<file path="config.mk">
export PLATFORM = sky130hd
export DESIGN_NAME = fns_cac_dec_pipe
export DESIGN_NICKNAME = d
export VERILOG_FILES = /design/src/rtl/fns_pkg.sv /design/src/rtl/fns_grp_dec.sv /design/src/rtl/fns_cac_dec_pipe.sv
export SDC_FILE = /design/constraint.sdc
export NUM_CORES = 1
export LEC_CHECK = 0
export CORE_ASPECT_RATIO = 0.75
export CORE_MARGIN = 5
export CORE_UTILIZATION = 33
export CTS_CLUSTER_DIAMETER = 150
export DETAILED_ROUTE_END_ITERATION = 8
export GPL_TIMING_DRIVEN = 0
export PLACE_DENSITY = 0.56
export SLEW_MARGIN = 10
export SYNTH_ARGS = -nofsm -noshare
export SYNTH_HDL_FRONTEND = slang
export SYNTH_HIERARCHICAL = 1
export SYNTH_SLANG_ARGS = --single-unit
</file>
<file path="constraint.sdc">
create_clock -name clk -period 5.4 [get_ports clk]
set_clock_uncertainty 0.1 [all_clocks]
set_input_delay 0.54 -clock clk [delete_from_list [all_inputs] [get_ports clk]]
set_output_delay 0.54 -clock clk [all_outputs]
set_load 0.01 [all_outputs]
</file>
<file path="src/rtl/fns_pkg.sv">
`default_nettype none
// ============================================================================
//  Module      : fns_pkg
//  Description : Fibonacci-numeral-system helpers shared by the CAC decoder:
//                Fibonacci terms, per-bit weights (plain FNS or IDP mapping),
//                weight sum and decoded-value width.
//  Revision    : 1.0 - initial release
// ============================================================================
package fns_pkg;

  // k-th Fibonacci number with fns(1) = fns(2) = 1
  function automatic int fns(input int k);
    int a;
    int b;
    int t;
    a = 1;
    b = 1;
    if (k <= 2) return 1;
    for (int j = 3; j <= k; j++) begin
      t = a + b;
      a = b;
      b = t;
    end
    return b;
  endfunction

  // Weight of codeword bit i; MODE 1 swaps in the IDP mapping on the top three bits
  function automatic int fns_weight(input int i, input int n, input int mode);
    if (mode == 0)                  return fns(i + 1);
    if (i == n - 1)                 return fns(n - 1);
    if ((i == n - 2) || (i == n - 3)) return fns(n);
    return fns(i + 1);
  endfunction

  // Sum of all weights: the largest value a legal codeword can decode to
  function automatic int fns_wsum(input int n, input int mode);
    int s;
    s = 0;
    for (int i = 0; i < n; i++) s = s + fns_weight(i, n, mode);
    return s;
  endfunction

  // Bits needed to hold any value 0..weight sum
  function automatic int fns_width(input int n, input int mode);
    return $clog2(fns_wsum(n, mode) + 1);
  endfunction

endpackage
`default_nettype wire

</file>
<file path="src/rtl/fns_grp_dec.sv">
`default_nettype none
// ============================================================================
//  Module      : fns_grp_dec
//  Description : Single-group FNS/IDP codeword decoder. Stage 1 holds the two
//                half-word partial sums, stage 2 the final sum and its
//                out-of-range flag. Stage advance is controlled externally.
//  Revision    : 1.0 - initial release
// ============================================================================
module fns_grp_dec
  import fns_pkg::*;
#(
  parameter int N       = 7,
  parameter int MODE    = 1,
  parameter int DW      = fns_width(N, MODE),
  parameter int ERR_MAX = fns_wsum(N, MODE)
) (
  input  logic          clk,
  input  logic          rst_n,
  input  logic          i_en1,
  input  logic          i_en2,
  input  logic [N-1:0]  i_code,
  output logic [DW-1:0] o_sum,
  output logic          o_err
);

  localparam int HALF = N / 2;

  logic [DW-1:0] w_lo;
  logic [DW-1:0] w_hi;
  logic [DW-1:0] w_sum;
  logic [DW-1:0] r_lo;
  logic [DW-1:0] r_hi;

  // Weighted partial sums of the low and high halves of the codeword
  always_comb begin
    w_lo = '0;
    w_hi = '0;
    for (int i = 0; i < N; i++) begin
      if (i_code[i]) begin
        if (i < HALF) w_lo = w_lo + DW'(fns_weight(i, N, MODE));
        else          w_hi = w_hi + DW'(fns_weight(i, N, MODE));
      end
    end
  end

  // Stage 1: capture partial sums when the beat is accepted
  always_ff @(posedge clk or negedge rst_n) begin
    if (!rst_n) begin
      r_lo <= '0;
      r_hi <= '0;
    end else if (i_en1) begin
      r_lo <= w_lo;
      r_hi <= w_hi;
    end
  end

  // Sum cannot overflow DW: DW is sized for the full weight sum
  assign w_sum = r_lo + r_hi;

  // Stage 2: final value and out-of-range flag
  always_ff @(posedge clk or negedge rst_n) begin
    if (!rst_n) begin
      o_sum <= '0;
      o_err <= 1'b0;
    end else if (i_en2) begin
      o_sum <= w_sum;
      o_err <= (32'(w_sum) > ERR_MAX);
    end
  end

endmodule
`default_nettype wire

</file>
<file path="src/rtl/fns_cac_dec_pipe.sv">
`default_nettype none
// ============================================================================
//  Module      : fns_cac_dec_pipe
//  Description : Pipelined multi-group FNS/IDP crosstalk-avoidance decoder
//                with valid/ready flow control, per-group range flags and a
//                saturating error counter.
//  Revision    : 1.0 - initial release
// ============================================================================
module fns_cac_dec_pipe
  import fns_pkg::*;
#(
  parameter  int N       = 7,
  parameter  int CH      = 4,
  parameter  int MODE    = 1,
  localparam int DW      = fns_width(N, MODE),
  parameter  int ERR_MAX = fns_wsum(N, MODE)
) (
  input  logic             clk,
  input  logic             rst_n,
  input  logic             in_valid,
  output logic             in_ready,
  input  logic [CH*N-1:0]  in_code,
  output logic             out_valid,
  input  logic             out_ready,
  output logic [CH*DW-1:0] out_data,
  output logic [CH-1:0]    out_err,
  input  logic             err_clr,
  output logic [15:0]      err_cnt
);

  logic        r_v1;
  logic        r_v2;
  logic        w_adv1;
  logic        w_adv2;
  logic        w_acc;
  logic        w_hs;
  logic [16:0] w_pop;
  logic [16:0] w_cnt_sum;
  logic [15:0] r_cnt;

  // No skid buffer: readiness ripples straight back from out_ready
  assign w_adv2   = !r_v2 || out_ready;
  assign w_adv1   = !r_v1 || w_adv2;
  assign in_ready = w_adv1;
  assign w_acc    = in_valid && w_adv1;
  assign w_hs     = r_v2 && out_ready;

  // Stage valid bits move forward only when the downstream stage frees up
  always_ff @(posedge clk or negedge rst_n) begin
    if (!rst_n) begin
      r_v1 <= 1'b0;
      r_v2 <= 1'b0;
    end else begin
      if (w_adv1) r_v1 <= in_valid;
      if (w_adv2) r_v2 <= r_v1;
    end
  end

  assign out_valid = r_v2;

  // One decoder per group; stage 2 only loads when stage 1 holds a beat
  for (genvar g = 0; g < CH; g++) begin : g_grp
    fns_grp_dec #(
      .N       (N),
      .MODE    (MODE),
      .DW      (DW),
      .ERR_MAX (ERR_MAX)
    ) u_dec (
      .clk    (clk),
      .rst_n  (rst_n),
      .i_en1  (w_acc),
      .i_en2  (w_adv2 && r_v1),
      .i_code (in_code[g*N +: N]),
      .o_sum  (out_data[g*DW +: DW]),
      .o_err  (out_err[g])
    );
  end

  // Number of flagged groups in the beat currently on the output
  always_comb begin
    w_pop = '0;
    for (int g = 0; g < CH; g++) w_pop = w_pop + 17'(out_err[g]);
  end

  assign w_cnt_sum = {1'b0, r_cnt} + w_pop;

  // Saturating error counter; clear wins over a coincident handshake
  always_ff @(posedge clk or negedge rst_n) begin
    if (!rst_n) begin
      r_cnt <= '0;
    end else if (err_clr) begin
      r_cnt <= '0;
    end else if (w_hs) begin
      r_cnt <= w_cnt_sum[16] ? 16'hFFFF : w_cnt_sum[15:0];
    end
  end

  assign err_cnt = r_cnt;

endmodule
`default_nettype wire

</file>
==> results.py, run 1 <==
metrics = {
    "grt": {
        "grt_pass1_wl_um": 18300,
        "met3_usage": 0.0341,
        "grt-busiest-layer": "met2",
        "grt_pass1_vias": 3715,
        "overflow": 0,
        "antenna_found_initial": 0,
        "met2_usage": 0.197,
        "grt_max_degree": 50,
        "use_met1": 0.174,
        "grtUsageTotal": 0.125,
    },
    "outcome": {
        "outcome": "finished, final reports clean",
    },
    "route": {
        "detail-route-antenna-nets": 0,
        "wirelength_um": 10800,
        "first_iter_violations": 139,
        "routedWlPerCell_um": 14.1,
        "vias": 3711,
        "first_pass_iters": 4,
        "route.detailed.drc": 0,
        "vias_per_cell": 4.87,
    },
    "worst_setup_path": {
        "crit_cells": 10,
        "critPathLaunch": "g_grp[0].u_dec/o_err",
        "startpoint_type": "register",
        "crit_type": "reg -> reg",
        "r2r_end": "err_cnt[7]",
        "r2r_setup_slack_ns": 2.22,
        "slowest_delay_ns": 0.54,
        "crit_end": "err_cnt[7]",
        "critical_path.top_delay_family": "adder cells",
        "cp_num_buf_inv": 3,
        "cp_max_fo": 10,
        "cp_cell_sequence": "fa_1 > inv_1 > fa_1 > inv_1 > fa_1 > nand4_1 > nor4_4 > buf_6 > o21ai_1 > a221oi_2",
        "slowest_stage": "fa_1",
        "cp-end-kind": "register",
        "crit_top_cell": "fa_1",
        "regToRegStartpoint": "g_grp[0].u_dec/o_err",
        "reg2reg_depth": 10,
        "cp.arrival_ns": 3.32,
        "cp.required_ns": 5.54,
    },
    "sta": {
        "period_share": 0.589,
        "grt_setup_unrepaired": "no",
        "whs_ns": 0.0676,
        "slew_viol_final": 0,
        "fin_crit_ns": 3.18,
        "tns_ns": 0,
        "worstMarginPinSlew_ns": 0.991,
        "hold_viol_final": 0,
        "max_slew_margin": 0.339,
        "setup_viol_count_final": 0,
        "max_freq_mhz": 314,
    },
    "floorplan": {
        "fp-row-count": 38,
        "dieHeight_um": 116,
        "start_util": 0.340,
        "die_w_um": 152,
        "fp.dieArea_sq_mm": 0.0177,
        "io_pins": 79,
        "core_sq_mm": 0.0146,
    },
    "synthesis": {
        "synth_area_leader_cell": "dfrtp_1",
        "syn_area_sq_mm": 0.00499,
        "synthTopCellsByCount": "dfrtp_1 (82), ha_1 (49), a21oi_1 (48)",
        "yosysWarnings": 6,
        "syn_inst": 472,
        "yosys-top-cells-area": "dfrtp_1 (41%), ha_1 (12%), mux2_2 (5.4%), a21oi_1 (4.8%), xnor2_1 (3.5%)",
        "synth-simple-area-share": 0.136,
        "synth_fa_ha_area_frac": 0.151,
        "synth_top_cell_area_share": 0.412,
        "yosys_most_used_dff": "dfrtp_1",
        "ys_seq_area_frac": 0.412,
        "synth.distinct_cells": 56,
        "ys_ff_latch": 82,
        "synth-xor-area-share": 0.0351,
        "synthMuxAreaShare": 0.0823,
        "synth-compound-area-share": 0.150,
        "ys_async_sr_fraction": 1.00,
        "avgSynthCellArea_sq_um": 10.6,
        "synthesis.nets": 561,
        "synth_top_family_by_area": "adder cells",
        "synth_edf_count": 0,
        "post-synth-top-count-cell": "dfrtp_1",
    },
    "cts": {
        "cts_root_buf": "clkbuf_16",
        "cts_setup_buffers": 0,
        "htreeDepth": 3,
        "tritoncts": "done",
        "numClockSinks": 82,
        "cts_hold_buf": 0,
        "clk_path_buf_depth": 2,
        "cts_buffers": 9,
        "insertion_delay_ns": 0.33,
        "cts_resized": 0,
        "clk_pin_slew_worst_paths_ns": 0.06,
    },
    "placed_design": {
        "place_congestion": 0.788,
        "post-dp-hpwl_um": 8320,
        "portBuffers": 73,
    },
    "pwr": {
        "vdd_drop_max_mv": 0.162,
        "cellLeakagePower_nw": 2.70,
        "p_per_area_mw_per_mm2": 375,
    },
    "cells_and_area": {
        "nNetsFinal": 646,
        "diodes": 0,
        "drive_gt1_frac": 0.135,
        "area_growth_pct": 27.0,
    },
    "job": {
        "drv_cap": 0,
    },
    "min_path": {
        "hold_path_class": "in -> async",
    },
}
==> cell families after synthesis <==
| family | count (synthesis) |
|---|---|
| and+or+nand+nor | 123 |
| AOI/OAI and AO/OA | 114 |
| DFF | 82 |
| adders and majority gates | 56 |
| buffers and inverters | 41 |
| muxes | 36 |
| xor gates and xnor gates | 20 |
==> sequential cells by signal, indices dropped and copies added (netlist names) <==
signal and cells:
g_grp.u_dec/r_hi 24, g_grp.u_dec/o_sum 24, g_grp.u_dec/o_err 4, out_valid 1, r_v1 1, err_cnt 16, g_grp.u_dec/r_lo 12
==> layout make-up <==
cell class / instances / area, sq um
timing repair buffer: 74 / 756
clock inverter: 4 / 72.6
tap: 200 / 250
clock buffer: 12 / 267
inverter: 25 / 93.8
buffer: 16 / 77.6
sequential: 82 / 2050
multi-input combinational: 349 / 2760
fill: 1416 / 8310
==> metrics by stage <==
stage,util,power (mW),std cells,setup slack (ns),area [sq um]
final,0.432,2.37,762,2.22,6330
after global routing,0.432,2.54,762,1.94,6330
after CTS,0.432,2.41,762,2.20,6330
after detailed placement,0.409,1.71,746,2.23,5990
after global placement,0.407,1.69,745,0.626,5970
after floorplan,-,1.34,472,2.58,4990
==> per-layer routing <==
layer	wire length, um	vias up
met5	0	-
met4	84	0
met3	491	7
met2	4770	72
met1	5440	1746
li1	-	1886
==> layout by cell type, fill, tap and decap left out, types with 8 or more instances in the layout <==
cell and count:
a211oi_1 12, a21oi_1 48, buf_2 8, clkbuf_16 9
clkdlybuf4s50_1 72, dfrtp_1 82, ha_1 49, inv_1 25
mux2_2 24, mux2i_1 8, nand2_1 15, nand3_1 9
nor2_1 44, nor2b_1 8, nor3_1 9, o21ai_0 12
xnor2_1 20
==> worst min-delay path by stage <==
stage                                    to  slack [ns]  cells past startpoint
CTS                 g_grp[2].u_dec/o_sum[5]        0.08                      1
global placement                  out_valid        0.36                      1
floorplan                        err_cnt[0]        0.14                      0
global route        g_grp[2].u_dec/o_sum[3]        0.10                      1
finish              g_grp[2].u_dec/o_sum[3]        0.07                      1
detailed placement                out_valid        0.37                      1
==> power by group <==
| part | internal [mW] | switching, mW | leakage [nW] |
|---|---|---|---|
| Clock | 0.442 | 0.244 | 0.165 |
| Combinational | 0.447 | 0.366 | 1.54 |
| Sequential | 0.756 | 0.116 | 0.991 |
| Total | 1.65 | 0.726 | 2.70 |
No activity file was read; power rests on OpenSTA's default activity.
==> run 2, diff against run 1 <==
==> constraint.sdc (replaced) <==
create_clock -name clk -period 3.29 [get_ports clk]
set_clock_uncertainty 0.1 [all_clocks]
set_input_delay 0.329 -clock clk [delete_from_list [all_inputs] [get_ports clk]]
set_output_delay 0.329 -clock clk [all_outputs]
set_load 0.01 [all_outputs]
==> results.py, run 2 (same netlist as run 1, synthesis figures left out) <==
metrics = {
    "route": {
        "wirelength_um": 10800,
        "route.detailed.drc": 0,
        "routedWlPerCell_um": 14.1,
        "vias": 3718,
        "detail-route-antenna-nets": 0,
        "first_pass_iters": 4,
        "first_iter_violations": 144,
        "vias_per_cell": 4.86,
    },
    "placed_design": {
        "post-dp-hpwl_um": 8320,
        "portBuffers": 73,
        "place_congestion": 0.788,
        "place_ws_ns": 0.116,
    },
    "pwr": {
        "total_power_mw": 3.90,
        "power_frac_clock": 0.289,
        "vdd_drop_max_mv": 0.266,
        "sw_frac_of_total": 0.306,
        "cellLeakagePower_nw": 2.71,
        "seq_power_share": 0.367,
        "power.switching_mw": 1.19,
        "combinationalPowerShare": 0.344,
        "p_int_mw": 2.71,
        "p_per_area_mw_per_mm2": 613,
    },
    "worst_setup_path": {
        "cp_num_buf_inv": 5,
        "regToRegStartpoint": "g_grp[0].u_dec/o_err",
        "slowest_stage": "fa_1",
        "r2r_end": "err_cnt[7]",
        "cp_cell_sequence": "fa_1 > inv_1 > fa_1 > inv_1 > fa_2 > nand4_1 > buf_4 > nor4_4 > buf_4 > buf_6 > o21ai_1 > a221oi_2",
        "cp_max_fo": 10,
        "crit_type": "reg -> reg",
        "cp.required_ns": 3.43,
        "critical_path.top_delay_family": "adder cells",
        "cp-end-kind": "register",
        "startpoint_type": "register",
        "cp.arrival_ns": 3.22,
        "reg2reg_depth": 12,
        "r2r_setup_slack_ns": 0.21,
        "slowest_delay_ns": 0.53,
    },
    "floorplan": {
        "fp.dieArea_sq_mm": 0.0177,
        "dieHeight_um": 116,
        "fp-row-count": 38,
        "die_w_um": 152,
        "io_pins": 79,
        "core_sq_mm": 0.0146,
        "start_util": 0.340,
    },
    "cells_and_area": {
        "final_cell_mix": "dfrtp_1 (81), clkdlybuf4s50_1 (72), ha_1 (49), a21oi_1 (48), nor2_1 (44)",
        "drive_gt1_frac": 0.142,
        "final_core_util": 0.434,
        "nNetsFinal": 649,
        "diodes": 0,
        "final_common_cell": "dfrtp_1",
        "area_growth_pct": 27.6,
    },
    "sta": {
        "fin_ws_ns": 0.210,
        "max_freq_mhz": 325,
        "fin_crit_ns": 3.08,
        "max_slew_margin": 0.339,
        "period_share": 0.936,
        "worstMarginPinSlew_ns": 0.991,
        "slew_viol_final": 0,
        "hold_viol_final": 0,
        "setup_viol_count_final": 0,
    },
    "grt": {
        "overflow": 0,
        "grt_pass1_wl_um": 18400,
        "grt_max_degree": 50,
        "antenna_found_initial": 0,
        "grtUsageTotal": 0.125,
        "grt_pass1_vias": 3718,
    },
    "cts": {
        "htreeDepth": 3,
        "cts_buffers": 9,
        "clk_pin_slew_worst_paths_ns": 0.06,
        "cts_root_buf": "clkbuf_16",
        "numClockSinks": 82,
        "insertion_delay_ns": 0.33,
        "tritoncts": "done",
        "clk_path_buf_depth": 2,
    },
    "min_path": {
        "hold_path_class": "in -> reg",
        "hold_end": "g_grp[3].u_dec/r_hi[0]",
        "holdPathStages": 3,
        "hold_path_startpoint": "in_code[26]",
    },
    "outcome": {
        "outcome": "finished, final reports clean",
    },
    "job": {
        "drv_cap": 0,
    },
}
## run 2: power by group through the flow
stage / combinational [mW] / sequential (mW) / clock, mW
after floorplan: 0.726 / 1.47 / 0
after CTS: 1.36 / 1.44 / 1.16
after global routing: 1.51 / 1.47 / 1.19
after global placement: 1.32 / 1.45 / 0
final: 1.34 / 1.43 / 1.13
after detailed placement: 1.35 / 1.45 / 0
## run 2: worst max path at each step
stage                          from                     end  slack, ns  cells after the start
2_1_floorplan  g_grp[0].u_dec/o_err             err_cnt[10]       0.47                     10
3_3_place_gp                  rst_n  g_grp[1].u_dec/r_lo[0]      -1.27                      1
3_5_place_dp   g_grp[0].u_dec/o_err              err_cnt[7]       0.12                     10
4_1_cts        g_grp[0].u_dec/o_err              err_cnt[7]       0.09                     10
5_1_grt        g_grp[0].u_dec/o_err              err_cnt[7]     -0.005                     12
6_report       g_grp[0].u_dec/o_err              err_cnt[7]       0.21                     12
## run 2: cell type report
| class | instances | area (sq um) |
|---|---|---|
| Inverter | 25 | 93.8 |
| Tap cell | 200 | 250 |
| Fill cell | 1408 | 8280 |
| Timing Repair Buffer | 77 | 781 |
| Multi-Input combinational cell | 349 | 2770 |
| Buffer | 16 | 77.6 |
| Clock buffer | 12 | 267 |
| Sequential cell | 82 | 2050 |
| Clock inverter | 4 | 72.6 |
## run 2: stage by stage
stage          hold WS, ns  cell area, sq um  cells  setup TNS (ns)
2_1_floorplan      -0.0666              4990    472               0
3_3_place_gp         0.357              5970    745         -103.60
3_5_place_dp         0.227              5990    746               0
4_1_cts              0.282              6340    763               0
5_1_grt              0.310              6360    765        -0.00624
6_report             0.297              6360    765               0
## run 2: layer usage
layer  routed length, um  track usage  vias to the layer above
li1                    -            -                     1887
met4                  83       0.0269                        0
met5                   0            0                        -
met3                 485       0.0341                        7
met1                5440        0.174                     1753
met2                4800        0.197                       71
## run 2: worst min-delay path, delay by kind of cell
kind                   cells  cell delay, ns
AO/OA/AOI/OAI              1            0.06
XOR/XNOR                   1            0.14
buffers and inverters      1            0.16
## run 2: what timing repair did
| action | CTS | global route |
|---|---|---|
| setup endpoints to repair | 0 | 15 |
| setup buffers | 0 | 2 |
| gates resized for setup | 0 | 2 |
| endpoints found under the hold margin | 33 | 0 |
| hold buffers | 1 | 0 |
==> run 3, diff against run 2 <==
--- a/config.mk
+++ b/config.mk
@@ -9,6 +9,7 @@
 export CORE_MARGIN = 5
 export CORE_UTILIZATION = 33
 export CTS_CLUSTER_DIAMETER = 150
+export CTS_CLUSTER_SIZE = 30
 export DETAILED_ROUTE_END_ITERATION = 8
 export GPL_TIMING_DRIVEN = 0
 export PLACE_DENSITY = 0.56
==> constraint.sdc (replaced) <==
create_clock -name clk -period 3.6 [get_ports clk]
set_clock_uncertainty 0.1 [all_clocks]
set_input_delay 0.36 -clock clk [delete_from_list [all_inputs] [get_ports clk]]
set_output_delay 0.36 -clock clk [all_outputs]
set_load 0.01 [all_outputs]
==> results.py, run 3 (same netlist as run 1, synthesis figures left out) <==
metrics = {
    "worst_setup_path": {
        "startpoint_type": "register",
        "crit_type": "reg -> reg",
        "crit_top_cell": "fa_1",
        "slowest_delay_ns": 0.57,
        "crit_end": "err_cnt[14]",
        "cp.arrival_ns": 3.26,
        "cp.required_ns": 3.69,
        "r2r_end": "err_cnt[14]",
        "r2r_setup_slack_ns": 0.43,
        "cp_cell_sequence": "fa_1 > inv_1 > fa_1 > inv_1 > fa_1 > nand4_1 > nor4_2 > and4bb_2 > nor3_1",
        "cp-end-kind": "register",
        "cp_max_fo": 6,
        "reg2reg_depth": 9,
        "regToRegStartpoint": "g_grp[0].u_dec/o_err",
        "slowest_stage": "nor4_2",
        "critPathLaunch": "g_grp[0].u_dec/o_err",
    },
    "route": {
        "vias_per_cell": 4.86,
        "route.detailed.drc": 0,
        "vias": 3710,
        "first_pass_iters": 4,
        "first_iter_violations": 159,
        "detail-route-antenna-nets": 0,
        "routedWlPerCell_um": 14.2,
        "wirelength_um": 10800,
    },
    "sta": {
        "slew_viol_final": 0,
        "fin_ws_ns": 0.430,
        "fin_crit_ns": 3.17,
        "whs_ns": 0.327,
        "max_slew_margin": 0.339,
        "max_freq_mhz": 315,
        "setup_viol_count_final": 0,
        "worstMarginPinSlew_ns": 0.991,
        "tns_ns": 0,
        "period_share": 0.881,
        "grt_setup_unrepaired": "no",
        "hold_viol_final": 0,
    },
    "floorplan": {
        "fp.dieArea_sq_mm": 0.0177,
        "start_util": 0.340,
        "fp-row-count": 38,
        "dieHeight_um": 116,
        "die_w_um": 152,
        "core_sq_mm": 0.0146,
        "io_pins": 79,
    },
    "cts": {
        "tritoncts": "done",
        "cts_buffers": 9,
        "clk_pin_slew_worst_paths_ns": 0.06,
        "htreeDepth": 3,
        "cts_setup_buffers": 0,
        "cts_root_buf": "clkbuf_16",
        "insertion_delay_ns": 0.33,
        "numClockSinks": 82,
        "clk_path_buf_depth": 2,
    },
    "grt": {
        "antenna_found_initial": 0,
        "grt_pass1_vias": 3718,
        "grt_pass1_wl_um": 18400,
        "grtUsageTotal": 0.125,
        "overflow": 0,
        "grt_max_degree": 50,
    },
    "placed_design": {
        "post-dp-hpwl_um": 8320,
        "place_inst": 746,
        "place_congestion": 0.788,
        "place_ws_ns": 0.426,
        "portBuffers": 73,
    },
    "min_path": {
        "hold_path_class": "in -> reg",
    },
    "cells_and_area": {
        "nFillCells": 1413,
        "nNetsFinal": 647,
        "area_growth_pct": 27.2,
        "final_common_cell": "dfrtp_1",
        "diodes": 0,
        "final_cells": 763,
        "drive_gt1_frac": 0.135,
        "final_core_util": 0.433,
        "final_cell_mix": "dfrtp_1 (82), clkdlybuf4s50_1 (72), ha_1 (49), a21oi_1 (48), nor2_1 (44)",
    },
    "pwr": {
        "p_per_area_mw_per_mm2": 561,
        "vdd_drop_max_mv": 0.243,
        "cellLeakagePower_nw": 2.70,
    },
    "outcome": {
        "outcome": "finished, final reports clean",
    },
    "job": {
        "drv_cap": 0,
    },
}
## run 3: per-layer routing
metal | vias to the layer above | global-route usage | share of wire
met1 | 1745 | 0.174 | 0.50
met2 | 71 | 0.197 | 0.44
met5 | - | 0 | 0
met4 | 0 | 0.0269 | 0.0076
met3 | 6 | 0.0341 | 0.051
li1 | 1888 | - | -
## run 3: area by class of cell
class | instances | area, sq um | share of cell area
plain buffers | 16 | 77.6 | 0.0122
flip-flops and latches | 82 | 2050 | 0.324
well taps | 200 | 250 | 0.0395
clock inverters | 4 | 72.6 | 0.0114
inverters | 25 | 93.8 | 0.0148
multi-input cells | 349 | 2760 | 0.436
repair buffers | 75 | 766 | 0.121
clock buffers | 12 | 267 | 0.0420
## run 3: worst min path at each step
stage	from	end	depth (start not counted)
3_3_place_gp	r_v1	out_valid	1
3_5_place_dp	rst_n	g_grp[2].u_dec/o_sum[3]	1
4_1_cts	in_code[26]	g_grp[3].u_dec/r_hi[0]	3
5_1_grt	in_code[26]	g_grp[3].u_dec/r_hi[0]	3
6_report	in_code[26]	g_grp[3].u_dec/r_hi[0]	3
2_1_floorplan	rst_n	err_cnt[0]	0
## run 3: power breakdown
part | leakage (nW) | switching [mW] | internal [mW] | total, mW
Clock | 0.165 | 0.366 | 0.663 | 1.03
Combinational | 1.55 | 0.550 | 0.671 | 1.22
Sequential | 0.991 | 0.174 | 1.13 | 1.31
Total | 2.70 | 1.09 | 2.47 | 3.56
## run 3: metrics by stage
step / power [mW] / instance area (sq um)
6_report: 3.56 / 6340
5_1_grt: 3.81 / 6340
4_1_cts: 3.61 / 6340
3_5_place_dp: 2.56 / 5990
3_3_place_gp: 2.53 / 5970
2_1_floorplan: 2.01 / 4990
## run 3: critical path, delay by kind of cell (launching register included)
kind          cells  cell delay [ns]
simple gates      4             1.21
buf+inv           2             0.13
flops             1             0.43
fa+ha+maj         3             1.15
## run 3: repair_timing
| action | in CTS | in global routing |
|---|---|---|
| resized for setup | 0 | 0 |
| hold buffers | 1 | 0 |
| endpoints found under the hold margin | 33 | 0 |
